[src/rtl/cart_load_ctrl.sv]
// cart_load_ctrl: sequences cartridge downloads into ROM RAM port A and holds the core in reset until done.
// Define CART_MIRROR_EN to replicate images shorter than MIRROR_SIZE up to MIRROR_SIZE bytes.
module cart_load_ctrl #(
  parameter int HOLD_CYCLES = 16,
  parameter int MIRROR_SIZE = 4096
) (
  input  logic        clk_sys,
  input  logic        reset,
  input  logic        ioctl_download,
  input  logic        ioctl_wr,
  input  logic [24:0] ioctl_addr,
  input  logic [7:0]  ioctl_dout,
  input  logic [31:0] ioctl_file_ext,
  input  logic        sc_en,
  output logic [15:0] ram_a,
  output logic [7:0]  ram_d,
  output logic        ram_we,
  input  logic [7:0]  ram_q,
  output logic        core_reset,
  output logic [3:0]  force_bs,
  output logic        sc,
  output logic [16:0] rom_size,
  output logic        loaded
);
`ifdef CART_MIRROR_EN
  localparam logic MIRROR = 1'b1;
`else
  localparam logic MIRROR = 1'b0;
`endif
  localparam logic [2:0] IDLE = 3'd0, LOAD = 3'd1, PAD_RD = 3'd2, PAD_WR = 3'd3, HOLD = 3'd4;
  localparam int CW = $clog2(HOLD_CYCLES + 1);
  localparam logic [16:0] MSZ = 17'(MIRROR_SIZE);
  logic [2:0] state_q, state_d;
  logic dl_q;
  logic [16:0] ptr_q, ptr_d, size_q, size_d, wr_size, base_size;
  logic [CW-1:0] cnt_q, cnt_d;
  logic [15:0] a_q, a_d;
  logic [7:0] d_q, d_d;
  logic we_q, we_d;
  logic [3:0] bs_q, bs_d, ext_bs;
  logic sc_q, sc_d, loaded_q, loaded_d;
  logic rise, fall, in_load, wr_ok;
  logic unused_ext;
  assign unused_ext = ^ioctl_file_ext[31:24];
  assign rise = ioctl_download & ~dl_q;
  assign fall = ~ioctl_download & dl_q;
  assign in_load = rise | (state_q == LOAD);
  assign wr_ok = in_load & ioctl_download & ioctl_wr & (ioctl_addr[24:16] == '0);
  assign base_size = rise ? '0 : size_q;
  assign wr_size = {1'b0, ioctl_addr[15:0]} + 17'd1;
  always_comb begin
    ext_bs = 4'd0;
    case (ioctl_file_ext[23:0])
      ".F8": ext_bs = 4'd1;
      ".F6": ext_bs = 4'd2;
      ".FE": ext_bs = 4'd3;
      ".E0": ext_bs = 4'd4;
      ".3F": ext_bs = 4'd5;
      ".F4": ext_bs = 4'd6;
      ".P2": ext_bs = 4'd7;
      ".FA": ext_bs = 4'd8;
      ".CV": ext_bs = 4'd9;
      default: ext_bs = 4'd0;
    endcase
  end
  always_comb begin
    state_d = state_q;
    ptr_d = ptr_q;
    cnt_d = cnt_q;
    a_d = a_q;
    d_d = d_q;
    we_d = 1'b0;
    bs_d = bs_q;
    sc_d = sc_q;
    loaded_d = loaded_q;
    size_d = size_q;
    case (state_q)
      LOAD: if (fall) begin
        cnt_d = '0;
        ptr_d = size_q;
        a_d = '0;
        state_d = (size_q == '0) ? IDLE : (MIRROR && size_q < MSZ) ? PAD_RD : HOLD;
      end
      PAD_RD: begin
        state_d = PAD_WR;
        a_d = ptr_q[15:0];
        we_d = 1'b1;
      end
      PAD_WR: begin
        ptr_d = ptr_q + 17'd1;
        a_d = 16'(ptr_d - size_q);
        state_d = (ptr_d == MSZ) ? HOLD : PAD_RD;
      end
      HOLD: begin
        cnt_d = cnt_q + CW'(1);
        if (cnt_q == CW'(HOLD_CYCLES - 1)) begin
          state_d = IDLE;
          loaded_d = 1'b1;
        end
      end
      default: ;
    endcase
    // A new download aborts padding or hold and re-captures the latches
    if (rise) begin
      state_d = LOAD;
      loaded_d = 1'b0;
      sc_d = sc_en;
      bs_d = ext_bs;
      we_d = 1'b0;
    end
    if (in_load) begin
      size_d = (wr_ok && wr_size > base_size) ? wr_size : base_size;
      if (wr_ok) begin
        a_d = ioctl_addr[15:0];
        d_d = ioctl_dout;
        we_d = 1'b1;
      end
    end
  end
  always_ff @(posedge clk_sys) begin
    if (reset) begin
      state_q <= IDLE;
      dl_q <= 1'b0;
      ptr_q <= '0;
      cnt_q <= '0;
      a_q <= '0;
      d_q <= '0;
      we_q <= 1'b0;
      bs_q <= '0;
      sc_q <= 1'b0;
      loaded_q <= 1'b0;
      size_q <= '0;
    end else begin
      state_q <= state_d;
      dl_q <= ioctl_download;
      ptr_q <= ptr_d;
      cnt_q <= cnt_d;
      a_q <= a_d;
      d_q <= d_d;
      we_q <= we_d;
      bs_q <= bs_d;
      sc_q <= sc_d;
      loaded_q <= loaded_d;
      size_q <= size_d;
    end
  end
  // Pad writes forward the byte read in the preceding PAD_RD cycle straight from the RAM
  assign ram_d = (MIRROR && state_q == PAD_WR) ? ram_q : d_q;
  assign ram_a = a_q;
  assign ram_we = we_q;
  assign core_reset = ~loaded_q;
  assign force_bs = bs_q;
  assign sc = sc_q;
  assign rom_size = size_q;
  assign loaded = loaded_q;
endmodule
[config.mk]
export PLATFORM = sky130hd
export DESIGN_NAME = cart_load_ctrl
export DESIGN_NICKNAME = d
export VERILOG_FILES = /design/src/rtl/cart_load_ctrl.sv
export SDC_FILE = /design/constraint.sdc
export NUM_CORES = 1
export LEC_CHECK = 0
export CORE_MARGIN = 1
export CORE_UTILIZATION = 51
export CTS_CLUSTER_SIZE = 8
export DETAILED_ROUTE_END_ITERATION = 7
export PLACE_DENSITY_LB_ADDON = 0.08
export SLEW_MARGIN = 10
export SYNTH_ARGS = -nofsm -noshare
export SYNTH_HDL_FRONTEND = slang
export SYNTH_SLANG_ARGS = --single-unit
[constraint.sdc]
create_clock -name clk_sys -period 4.8 [get_ports clk_sys]
set_clock_uncertainty 0.15 [all_clocks]
set_input_delay 0.96 -clock clk_sys [delete_from_list [all_inputs] [get_ports clk_sys]]
set_output_delay 0.96 -clock clk_sys [all_outputs]
set_load 0.03 [all_outputs]
==> run summary, run 1 <==
• Final Setup Violations: 0
• area enclosed by the die boundary: 11000 um2
• number of stages on the worst hold path: 2
• Sequential Power Share: 48.8%
• relative slew slack: 25.3%
• data arrival time of the critical path: 4.36 ns
• Main synth FF type: sky130_fd_sc_hd__dfxtp_1
• worst-path maximum fanout: 17
• Pre-Repair DR Iteration Count: 6
• CTS tree: done
• number of top-level pins: 127
• worst-margin pin slew: 1.11 ns
• Inserted Clock Buffers: 9
• Max Clk Rate: 234 MHz
• net load switching power: 324 uW
• mean cell area of the mapped netlist: 7.79 um2
• ratio of cells with drive above 1 in the final layout: 4.59%
• hold-fix buffer count after cts: 0
• path type of the worst min-delay path: flip-flop to flip-flop
• Setup Buffers After CTS: 0
• crit-path leading delay family: simple AND/OR/NAND/NOR gates
• via count: 5686
• CP max stage delay: 0.58 ns
• Std-Cell Rows: 37
• share of total power in the clock network: 38.0%
• floorplan die height: 105 um
• switching power share of the total: 25.3%
• post-synthesis net count: 810
• top cells by area, synth: sky130_fd_sc_hd__dfxtp_1 27%, sky130_fd_sc_hd__ha_1 8.8%, sky130_fd_sc_hd__nor2_1 4.9%, sky130_fd_sc_hd__a21oi_1 4.2%, sky130_fd_sc_hd__nand2_1 4.1%
• sequence of cells on the critical path: clkdlybuf4s50_1 > and3_1 > and2_1 > and3_1 > and2_1 > nand3_1 > xnor2_1 > ha_1 > nand4_1 > or3_1 > o221ai_1 > a31oi_4 > a22o_1
• port buffer count: 110
• first-pass GRT wire length: 26900 um
• classification of the worst setup path: input pin to flip-flop
• number of flip-flops and latches in the synthesized netlist: 74
• kind of start point of the critical path: input pin
• critical path capture point type: flip-flop
• Post-Syn Area: 5400 um2
• power density over the cells: 190 nW/um2
• Worst path slowest cell: sky130_fd_sc_hd__clkdlybuf4s50_1
• Placed Instances: 905
• time the final worst path needs with I/O delays and setup: 4.27 ns
• maximum number of pins on one net before global-route repair: 40
• worst-case hold slack: 0.307 ns
• sequential fraction of the synthesis area: 27.4%
• number of logic stages on the critical path including buffering: 13
• final hold violation count: 0
• Tcrit/Tclk final: 88.9%
• total routing resource utilization after global routing: 30.5%
• unrepaired setup endpoints after global routing: no
• drt first-iter violations: 504
• filler-free cell count of the finished design: 920
• Final GP Congestion: 0.948
• Cells after Synth: 693
• Yosys top cell area share: 27.4%
• # H-tree levels: 3
• Skew-Pair Late Insertion Delay: 0.35 ns
• FFs w/ async S/R, synth: 0%
• area of the core: 10300 um2
• Int Power: 956 uW
• leakage power summed over all cells: 2.53 nW
• number of buffers and inverters on the critical path: 1
• ant diodes: 0
• most used standard cells in the synthesized netlist: 74 x sky130_fd_sc_hd__dfxtp_1, 71 x sky130_fd_sc_hd__nor2_1, 59 x sky130_fd_sc_hd__nand2_1
• detailed-route DRC error count: 0
• largest vdd supply drop: 0.000115 V
• most frequent cell after synthesis: sky130_fd_sc_hd__dfxtp_1
• Post-layout nets: 897
• post-CTS sizing: 0
• count of pins over their slew limit: 0
• max-cap check violation count: 0
• average wire length per cell after detail routing: 18.0 um
• initial core utilization: 52.5%
• setup total negative slack: 0 ns
• antenna violations before repair: 0
• clock root buffer: sky130_fd_sc_hd__clkbuf_8
• warnings from Yosys: 0
• required time at the worst-slack endpoint: 4.89 ns
• number of cells on the worst reg-to-reg path: 13
• cell type contributing the most total cell area after synthesis: sky130_fd_sc_hd__dfxtp_1
• number of enable-type register cells in the synthesized netlist: 0
• Gate power share: 13.3%
• Vias/cell: 6.18
• TritonCTS sink count: 74
• synthesis-to-finish area growth: 24.7%
• vias in the first global route: 5322
• total wirelength of the detailed-routed design: 16600 um
• run status: finished clean
• total congestion overflow: 0
• Max clock buf depth: 2
• dpl ws: 0.206 ns
• PnR worst setup slack: 0.533 ns
• synth unique cells: 65
• horizontal die dimension: 105 um
• Worst-path clk slew: 0.08 ns
• DP HPWL: 12400 um
• residual antenna-violating net count after detailed routing: 0
==> cell usage in the layout, fill, tap and decap left out, drive strengths merged, types with 6 or more instances in the layout <==
cell | Yosys | layout
clkdlybuf4s50 | 0 | 109
dfxtp | 74 | 74
nor2 | 72 | 72
nand2 | 59 | 59
a21oi | 46 | 46
ha | 38 | 38
nor3 | 28 | 28
o21ai | 28 | 28
inv | 27 | 27
xnor2 | 24 | 24
nand2b | 23 | 23
nand3 | 20 | 20
and3 | 20 | 20
xor2 | 16 | 16
a22o | 16 | 16
a211oi | 16 | 16
a221oi | 13 | 13
clkbuf | 27 | 12
a21o | 11 | 11
a31oi | 11 | 11
buf | 17 | 11
nand4 | 10 | 10
nor2b | 9 | 9
a22oi | 9 | 9
nor4 | 9 | 9
a222oi | 8 | 8
and2 | 6 | 6
nor3b | 6 | 6
==> state kept, by name, indices dropped and copies added, names as in the netlist, 3 cells and up <==
register,cells
rom_size,17
ram_d,8
force_bs,4
state_q,3
ram_a,16
cnt_q,5
ptr_q,17
==> tightest hold or removal path, stage by stage, from the launching register on <==
cell and delay (ns):
sky130_fd_sc_hd__dfxtp_1 0.31, sky130_fd_sc_hd__nand2_1 0.05, sky130_fd_sc_hd__a21oi_1 0.05
==> logic make-up (layout without fill, tap and decap cells) <==
group                      count (synthesis)  in the layout  share of synthesized area [%]
and+or+nand+nor                          279            279                           26.1
AOI/OAI and AO/OA                        185            185                           24.0
DFF                                       74             74                           27.4
buffers and inverters                     71            162                           5.79
xor gates and xnor gates                  40             40                           6.49
adders and majority gates                 39             39                           9.18
muxes                                      5              5                          0.974
==> worst paths after layout <==
path                       from          end  slack, ns
hold reg to reg        ram_d[4]     ram_d[4]       0.31
setup reg to reg       ptr_q[0]    ram_a[11]       0.75
setup / recovery  ioctl_addr[6]  rom_size[2]       0.53
hold / removal         ram_d[4]     ram_d[4]       0.31
==> power groups by stage <==
stage	Combinational, mW	Sequential, mW	Clock, mW
2_1_floorplan	0.0769	0.640	0
3_3_place_gp	0.164	0.638	0
3_5_place_dp	0.167	0.638	0
4_1_cts	0.169	0.624	0.493
5_1_grt	0.184	0.624	0.515
6_report	0.170	0.624	0.486
==> layout make-up <==
type	count	area [um2]
clock inverters	3	40.0
multi-input cells	548	3610
inverters	27	101
fillers	913	3550
well taps	136	170
clock buffers	12	145
flip-flops and latches	74	1480
repair buffers	120	1180
==> metal layers <==
metal  vias to the layer above  part of all wire (%)  track usage (%)
met4                         0                   2.1             8.85
met1                      2673                    44             41.8
li1                       2713                     -                -
met3                        42                   8.4             6.67
met2                       258                    45             48.0
met5                         -                     0                0
==> metrics by stage <==
stage	util, %	power [mW]	instance area [um2]
2_1_floorplan	-	0.717	5400
3_3_place_gp	63.7	0.802	6550
3_5_place_dp	63.7	0.805	6550
4_1_cts	65.5	1.28	6730
5_1_grt	65.5	1.32	6730
6_report	65.5	1.28	6730
Note: power is estimated with default switching activity, not from simulation.
==> run 2: changes to the inputs <==
--- a/config.mk
+++ b/config.mk
@@ -5,10 +5,12 @@
 export SDC_FILE = /design/constraint.sdc
 export NUM_CORES = 1
 export LEC_CHECK = 0
+export ABC_CLOCK_PERIOD_IN_PS = 4800
 export CORE_MARGIN = 1
 export CORE_UTILIZATION = 51
 export CTS_CLUSTER_SIZE = 8
 export DETAILED_ROUTE_END_ITERATION = 7
+export GPL_TIMING_DRIVEN = 0
 export PLACE_DENSITY_LB_ADDON = 0.08
 export SLEW_MARGIN = 10
 export SYNTH_ARGS = -nofsm -noshare
==> run summary, run 2 (same netlist as run 1, synthesis figures left out) <==
• Final Setup Violations: 0
• number of stages on the worst hold path: 2
• Pre-Repair DR Iteration Count: 5
• power density over the cells: 191 nW/um2
• filler-free cell count of the finished design: 955
• total routing resource utilization after global routing: 33.1%
• run status: finished clean
• Placed Instances: 939
• CTS tree: done
• Vias/cell: 6.14
• unrepaired setup endpoints after global routing: no
• classification of the worst setup path: input pin to flip-flop
• Inserted Clock Buffers: 9
• path type of the worst min-delay path: flip-flop to flip-flop
• Std-Cell Rows: 37
• share of total power in the clock network: 39.2%
• kind of start point of the critical path: input pin
• final hold violation count: 0
• relative slew slack: 26.3%
• largest vdd supply drop: 0.000148 V
• switching power share of the total: 26.8%
• residual antenna-violating net count after detailed routing: 0
• Gate power share: 13.6%
• highest metal layer used by the detailed router: met4
• start of the worst register-to-register path: ptr_q[0]
• ant diodes: 0
• area enclosed by the die boundary: 11000 um2
• Tcrit/Tclk final: 92.6%
• total congestion overflow: 0
• critical path capture point type: flip-flop
• floorplan die height: 105 um
• first-pass GRT wire length: 28700 um
• DR WL met2: 8130 um
• antenna violations before repair: 0
• worst-path maximum fanout: 10
• Max Clk Rate: 225 MHz
• Max clock buf depth: 2
• Layout Utilization: 66.9%
• capture endpoint of the worst hold path: force_bs[0]
• initial core utilization: 52.5%
• ratio of cells with drive above 1 in the final layout: 5.25%
• area of the core: 10300 um2
• count of pins over their slew limit: 0
• port buffer count: 110
• Worst-path clk slew: 0.09 ns
• clock root buffer: sky130_fd_sc_hd__clkbuf_8
• number of top-level pins: 127
• commonest non-fill, non-tap cell in the layout: sky130_fd_sc_hd__clkdlybuf4s50_1
• number of fill cells in the layout: 925
• start point of the worst min-delay path: force_bs[0]
• TritonCTS sink count: 74
• net load switching power: 352 uW
• leakage power summed over all cells: 2.59 nW
• worst-margin pin slew: 1.10 ns
• Post-layout nets: 931
• post-CTS sizing: 0
• horizontal die dimension: 105 um
• Met3 Wirelength: 1680 um
• total wirelength of the detailed-routed design: 18000 um
• Final Total Pwr: 1.32 mW
• average wire length per cell after detail routing: 18.8 um
• number of cells on the worst reg-to-reg path: 13
• slack of the worst reg-to-reg path: 0.79 ns
• worst-case hold slack: 0.312 ns
• drt first-iter violations: 510
• maximum number of pins on one net before global-route repair: 14
• commonest cells after routing, fill and taps aside: 110 x sky130_fd_sc_hd__clkdlybuf4s50_1, 74 x sky130_fd_sc_hd__dfxtp_1, 71 x sky130_fd_sc_hd__nor2_1
• Setup Buffers After CTS: 0
• setup total negative slack: 0 ns
• detailed-route DRC error count: 0
• DP HPWL: 13700 um
• data arrival time of the critical path: 4.55 ns
• hold-fix buffer count after cts: 0
• Int Power: 963 uW
• M1 WL: 7720 um
• Skew-Pair Late Insertion Delay: 0.36 ns
• max-cap check violation count: 0
• # H-tree levels: 3
• required time at the worst-slack endpoint: 4.91 ns
• synthesis-to-finish area growth: 27.4%
• via count: 5868
• time the final worst path needs with I/O delays and setup: 4.44 ns
• Final GP Congestion: 0.937
• Sequential Power Share: 47.2%
• vias in the first global route: 5625
• capture instance of the worst register-to-register path: ram_a[11]
## run 2: final cells by class
type,instances,area (um2),share of cell area (%)
plain buffers,44,211,3.07
clock buffers,11,141,2.06
clock inverters,5,62.6,0.909
inverters,27,101,1.47
multi-input cells,548,3610,52.5
flip-flops and latches,74,1480,21.5
well taps,136,170,2.47
repair buffers,110,1100,16.0
## run 2: metrics by stage
step | area (um2) | setup WS [ns]
4_1_cts | 6880 | 0.394
2_1_floorplan | 5400 | 1.00
6_report | 6880 | 0.356
5_1_grt | 6880 | 0.148
3_3_place_gp | 6670 | 0.101
3_5_place_dp | 6680 | 0.0137
## run 2: worst max-delay path by stage
| stage | cells past startpoint | slack [ns] | to | start |
|---|---|---|---|---|
| floorplan | 13 | 1.0 | rom_size[10] | ioctl_addr[2] |
| global placement | 14 | 0.10 | rom_size[12] | ioctl_addr[2] |
| detailed placement | 14 | 0.01 | rom_size[10] | ioctl_addr[2] |
| CTS | 14 | 0.39 | rom_size[10] | ioctl_addr[2] |
| global route | 13 | 0.15 | rom_size[10] | ioctl_addr[0] |
| finish | 14 | 0.36 | rom_size[10] | ioctl_addr[2] |
## run 2: power groups by stage
stage                     logic (mW)  registers (mW)  clock network [mW]
after global routing           0.193           0.621               0.539
after global placement         0.171           0.635                   0
after floorplan               0.0769           0.640                   0
after detailed placement       0.176           0.635                   0
after CTS                      0.177           0.620               0.515
final                          0.179           0.621               0.516
## run 2: routing by layer
layer	track usage, %	vias to the layer above
met4	12.7	0
met2	53.2	289
met5	0	-
li1	-	2786
met3	4.99	48
met1	44.7	2745
## run 2: worst max-delay path, cell delays in order
cell and delay (ns):
sky130_fd_sc_hd__clkdlybuf4s50_1 0.58, sky130_fd_sc_hd__and3_1 0.20, sky130_fd_sc_hd__and3_1 0.25, sky130_fd_sc_hd__and3_1 0.22
sky130_fd_sc_hd__and3_1 0.21, sky130_fd_sc_hd__nand3_1 0.10, sky130_fd_sc_hd__xnor2_1 0.17, sky130_fd_sc_hd__ha_1 0.29
sky130_fd_sc_hd__nand4_1 0.16, sky130_fd_sc_hd__or3_1 0.41, sky130_fd_sc_hd__o221ai_1 0.34, sky130_fd_sc_hd__a31oi_4 0.23
sky130_fd_sc_hd__buf_6 0.20, sky130_fd_sc_hd__a22o_1 0.23
